$ cat src/rtl/imem_loader.sv
// Instruction ROM writer: packs a LEN-prefixed byte stream into 24-bit words and holds the CPU in reset while loading.
// Optional IMEM_LOADER_CHECKSUM_EN adds a trailing XOR checksum byte that is checked before completion.
module imem_loader #(
  parameter int ADDR_W     = 8,
  parameter int WORD_BYTES = 3
) (
  input  logic                      clk,
  input  logic                      rst,
  input  logic                      start,
  input  logic [7:0]                in_data,
  input  logic                      in_valid,
  output logic                      in_ready,
  output logic                      mem_w_enable,
  output logic [ADDR_W-1:0]         mem_w_addr,
  output logic [8*WORD_BYTES-1:0]   mem_w_data,
  output logic                      busy,
  output logic                      done,
  output logic                      err,
  output logic                      cpu_hold,
  output logic [7:0]                word_count
);

  localparam int          WORD_W   = 8 * WORD_BYTES;
  localparam logic [31:0] CAP      = 32'(1) << ADDR_W;
  localparam logic [1:0]  LAST_IDX = 2'(WORD_BYTES - 1);

  typedef enum logic [2:0] {
    S_IDLE,
    S_LEN,
    S_BYTE,
    S_WRITE,
    S_CHK,
    S_FIN
  } state_t;

  state_t                state;
  logic [7:0]            n_words;
  logic [1:0]            byte_idx;
  logic [ADDR_W-1:0]     addr;
  logic [WORD_W-9:0]     shift;
`ifdef IMEM_LOADER_CHECKSUM_EN
  logic [7:0]            csum;
`endif

  assign mem_w_addr = addr;
  assign cpu_hold   = busy;

  always_ff @(posedge clk) begin
    if (rst) begin
      state        <= S_IDLE;
      n_words      <= '0;
      byte_idx     <= '0;
      addr         <= '0;
      shift        <= '0;
      in_ready     <= 1'b0;
      mem_w_enable <= 1'b0;
      mem_w_data   <= '0;
      busy         <= 1'b0;
      done         <= 1'b0;
      err          <= 1'b0;
      word_count   <= '0;
`ifdef IMEM_LOADER_CHECKSUM_EN
      csum         <= '0;
`endif
    end else begin
      mem_w_enable <= 1'b0;
      case (state)
        S_IDLE: begin
          if (start) begin
            state      <= S_LEN;
            busy       <= 1'b1;
            done       <= 1'b0;
            err        <= 1'b0;
            word_count <= '0;
            addr       <= '0;
            byte_idx   <= '0;
            in_ready   <= 1'b1;
          end
        end

        S_LEN: begin
          if (in_valid) begin
            n_words <= in_data;
`ifdef IMEM_LOADER_CHECKSUM_EN
            csum    <= in_data;
`endif
            if (in_data == 8'd0) begin
`ifdef IMEM_LOADER_CHECKSUM_EN
              state    <= S_CHK;
`else
              in_ready <= 1'b0;
              state    <= S_FIN;
`endif
            end else if ({24'd0, in_data} > CAP) begin
              // Reject before any write so addr can never wrap into earlier words.
              err      <= 1'b1;
              in_ready <= 1'b0;
              state    <= S_FIN;
            end else begin
              byte_idx <= '0;
              state    <= S_BYTE;
            end
          end
        end

        S_BYTE: begin
          if (in_valid) begin
`ifdef IMEM_LOADER_CHECKSUM_EN
            csum <= csum ^ in_data;
`endif
            if (byte_idx == LAST_IDX) begin
              mem_w_data   <= {shift, in_data};
              mem_w_enable <= 1'b1;
              in_ready     <= 1'b0;
              byte_idx     <= '0;
              state        <= S_WRITE;
            end else begin
              shift    <= {shift[WORD_W-17:0], in_data};
              byte_idx <= byte_idx + 2'd1;
            end
          end
        end

        S_WRITE: begin
          addr       <= addr + 1'b1;
          word_count <= word_count + 8'd1;
          if (word_count + 8'd1 == n_words) begin
`ifdef IMEM_LOADER_CHECKSUM_EN
            in_ready <= 1'b1;
            state    <= S_CHK;
`else
            state    <= S_FIN;
`endif
          end else begin
            in_ready <= 1'b1;
            state    <= S_BYTE;
          end
        end

`ifdef IMEM_LOADER_CHECKSUM_EN
        S_CHK: begin
          if (in_valid) begin
            // Words already written stay in memory; only the error flag reports the mismatch.
            if (in_data != csum) err <= 1'b1;
            in_ready <= 1'b0;
            state    <= S_FIN;
          end
        end
`endif

        S_FIN: begin
          busy  <= 1'b0;
          done  <= 1'b1;
          state <= S_IDLE;
        end

        default: begin
          in_ready <= 1'b0;
          state    <= S_IDLE;
        end
      endcase
    end
  end

endmodule

$ cat config.mk
export PLATFORM = sky130hd
export DESIGN_NAME = imem_loader
export DESIGN_NICKNAME = d
export VERILOG_FILES = /design/src/rtl/imem_loader.sv
export SDC_FILE = /design/constraint.sdc
export NUM_CORES = 1
export LEC_CHECK = 0
export CORE_AREA = 2 2 102 104
export CTS_BUF_LIST = sky130_fd_sc_hd__clkbuf_8
export DETAILED_ROUTE_END_ITERATION = 7
export DIE_AREA = 0 0 104 106
export PLACE_DENSITY = 0.6
export SKIP_LAST_GASP = 1
export SLEW_MARGIN = 30
export SYNTH_ARGS = -nofsm -noshare
export SYNTH_HDL_FRONTEND = slang
export SYNTH_SLANG_ARGS = --single-unit
export TNS_END_PERCENT = 20
$ cat constraint.sdc
create_clock -name clk -period 3.28 [get_ports clk]
set_input_delay 0.492 -clock clk [delete_from_list [all_inputs] [get_ports clk]]
set_output_delay 0.492 -clock clk [all_outputs]
set_load 0.1 [all_outputs]
==> metrics.md <==
| Metric | Value |
|---|---|
| Vias in the first global route | `2743` |
| Pwr/cell area | `approximately 480 nW/µm²` |
| Die area | `approximately 11000 µm²` |
| Most frequent cells in the layout | `95 x nand2_1, 73 x dfxtp_1, 64 x a21oi_1, 38 x clkdlybuf4s50_1, 30 x nor2_1` |
| Setup tns final | `0 ns` |
| Gr ovfl total | `0` |
| Clock tree from TritonCTS | `done` |
| Max-cap violations | `0` |
| Post-Synthesis Cells | `405` |
| Detailed placer's ending HPWL | `5.37 mm` |
| CP endpoint kind | `output pin` |
| Starting Density | `0.319` |
| Status | `finished clean` |
| IO buf count | `between 50 and 60` |
| Hold Crit Class | `flip-flop to flip-flop` |
| DRC marker count from the first detailed-route iteration | `127` |
| Worst path required time | `about 2.8 ns` |
| Routability cong. | `around 0.80` |
| FILL cells | `1035` |
| Clk buf depth | `2` |
| Leak pwr | `1.36 nW` |
| Max Clk Rate | `416 MHz` |
| Routed len/inst | `13.5 µm` |
| Yosys reg bits | `73` |
| Post-synthesis sequential area ratio | `0.458` |
| CP max-delay cell | `clkdlybuf4s50_1` |
| Clock skew | `0.0125 ns` |
| Post-CTS sizing | `0` |
| Worst-path clk slew | `0.09 ns` |
| Clock tree sinks | `73` |
| Most common cell after layout, fill and taps aside | `nand2_1` |
| Clock Latency Late Sink | `~0.35 ns` |
| Diodes inserted | `0` |
| CP bufs+invs | `1` |
| Die Ht | `106 µm` |
| Final hold vios | `0` |
| Synth cell types | `48` |
| Row count | `37` |
| Antenna violations before repair | `0` |
| Die Width | `104 µm` |
| Final Max Tran Viols | `0` |
| Delay-heaviest family, CP | `buffers and inverters` |
| Post-CTS setup buffer count | `0` |
| Crit Path Category | `flip-flop to output pin` |
| Final Setup Violations | `0` |
| Synth Net Count | `419` |
| Final wirelength | `~7.9 mm` |
| Core area | `10000 µm²` |
| DRC errors left | `0` |
| Via count | `2867` |
| Worst Max-Slew Pin Slew | `0.993 ns` |
| Ports | `58` |
| DRT Pass-1 Iters | `4` |
| Pin count of the biggest net entering global routing | `32` |
| Final period util | `0.733` |
| RSZ-0062 raised after global routing | `no` |
| Area grow syn2layout | `24.9%` |
| CP arrival | `1.91 ns` |
| Fraction of registers with async set/reset | `0` |
| Crit-path max FO | `4` |
| CTS root buffer | `clkbuf_8` |
| First-pass GRT wire length | `13.1 mm` |
| Crit-path max cell delay | `1.16 ns` |
| Min cycle time layout | `approximately 2.4 ns` |
| Headroom to the max-slew limit | `0.336` |
| Post-synth EDFFs | `0` |
| Mean Syn Cell Area | `7.88 µm²` |
| Crit start category | `flip-flop` |
| Global Route Usage Sum | `0.146` |
| Nets | `460` |
| Pwr Total | `0.00190 W` |
| Number of vias per cell | `4.88` |
| Post-route ant nets | `0` |
| Prevailing post-synth register cell | `dfxtp_1` |
| Hold_buf cts | `0` |
| Cts bufs inserted | `9` |
| Worst vdd ir | `0.231 mV` |
| H-tree levels | `3` |
| Crit-path cells | `clkdlybuf4s50_1` |
| Warnings, synthesis | `0` |
| Layout cells sized above 1 | `0.102` |
| Netlist Area Pre-Place | `3190 µm²` |
[cell families (layout without fill, tap and decap cells)]
group / after synthesis / count (layout) / synth area share
and+or+nand+nor: 175 / 175 / 0.249
AOI/OAI and AO/OA: 98 / 98 / 0.172
DFF: 73 / 73 / 0.458
buffers and inverters: 35 / 81 / 0.0486
muxes: 12 / 12 / 0.0384
xor gates and xnor gates: 9 / 9 / 0.0247
adders and majority gates: 2 / 2 / 0.00784
other: 1 / 1 / 0.00117
[flip-flops by register name (all words and copies together) (netlist names)]
name and flops:
state 3, mem_w_enable 1, n_words 8, byte_idx 2, in_ready 1, done 1
busy 1, mem_w_addr 8, mem_w_data 24, shift 16, word_count 8
[final timing paths]
path                      start        endpoint  slack, ns  cells past startpoint
hold / removal        shift[13]  mem_w_data[21]       0.45                      2
setup / recovery  mem_w_addr[6]   mem_w_addr[6]       0.88                      1
hold reg to reg       shift[13]  mem_w_data[21]       0.45                      2
setup reg to reg  word_count[0]        state[0]       0.89                      6
[synthesized netlist by cell type, types with 2 or more instances]
| cell type | n | area, µm² |
|---|---|---|
| nor4_1 | 3 | 18.8 |
| a31oi_1 | 3 | 18.8 |
| o41ai_1 | 2 | 17.5 |
| nand2_1 | 95 | 357 |
| and3_1 | 2 | 12.5 |
| clkbuf_1 | 23 | 86.3 |
| or3_1 | 3 | 18.8 |
| and2_1 | 3 | 18.8 |
| mux2i_1 | 10 | 100 |
| nand3_1 | 12 | 60.1 |
| nand3b_1 | 4 | 30.0 |
| xor2_1 | 3 | 26.3 |
| and3b_1 | 2 | 17.5 |
| or4_1 | 2 | 15.0 |
| inv_1 | 5 | 18.8 |
| o2111ai_1 | 2 | 17.5 |
| nand4_1 | 2 | 12.5 |
| a21oi_1 | 64 | 320 |
| ha_1 | 2 | 25.0 |
| mux2_2 | 2 | 22.5 |
| xnor2_1 | 6 | 52.6 |
| nor2_1 | 30 | 113 |
| nor3_1 | 3 | 15.0 |
| nor3b_1 | 3 | 22.5 |
| buf_4 | 4 | 30.0 |
| a21oi_2 | 2 | 17.5 |
| o21ai_0 | 16 | 80.1 |
| nand2b_1 | 2 | 12.5 |
| a311oi_1 | 2 | 17.5 |
| dfxtp_1 | 73 | 1460 |
| nor2b_1 | 3 | 18.8 |
[cell type report]
cell class	instances	area [µm²]	share of cell area
sequential	73	1460	0.367
clock buffer	9	124	0.0311
multi-input combinational	297	1580	0.395
tap	136	170	0.0427
clock inverter	7	93.8	0.0235
inverter	5	18.8	0.00471
timing repair buffer	60	543	0.136
[per-stage QoR]
stage | cell area, µm² | setup slack, ns | instances | util | hold slack (ns)
finish | 3990 | 0.875 | 587 | 0.399 | 0.455
detailed placement | 3770 | 0.903 | 571 | 0.377 | 0.449
global placement | 3770 | 0.983 | 571 | 0.377 | 0.444
global route | 3990 | 0.795 | 587 | 0.399 | 0.475
floorplan | 3190 | 0.363 | 405 | - | 0.432
CTS | 3990 | 0.874 | 587 | 0.399 | 0.460
[worst register-to-register path, stage by stage, from the launching register on]
cell	delay, ns
dfxtp_1	0.49
ha_1	0.31
xor2_1	0.15
a311o_1	0.32
a2111o_1	0.41
or4_4	0.52
a21oi_2	0.15
[routing by layer]
| metal | routed length [µm] | vias to the layer above | global-route usage | share of wire |
|---|---|---|---|---|
| li1 | - | 1469 | - | - |
| met1 | 3780 | 1341 | 0.188 | 0.48 |
| met2 | 3750 | 47 | 0.234 | 0.47 |
| met3 | 252 | 10 | 0.0374 | 0.032 |
| met4 | 133 | 0 | 0.0569 | 0.017 |
| met5 | 0 | - | 0 | 0 |
[power breakdown]
group | internal [W] | switching, W
combinational | 0.0000606 | 0.000136
sequential | 0.000902 | 0.0000208
clock | 0.000428 | 0.000356
total | 0.00139 | 0.000513
Note: power is estimated with default switching activity, not from simulation.
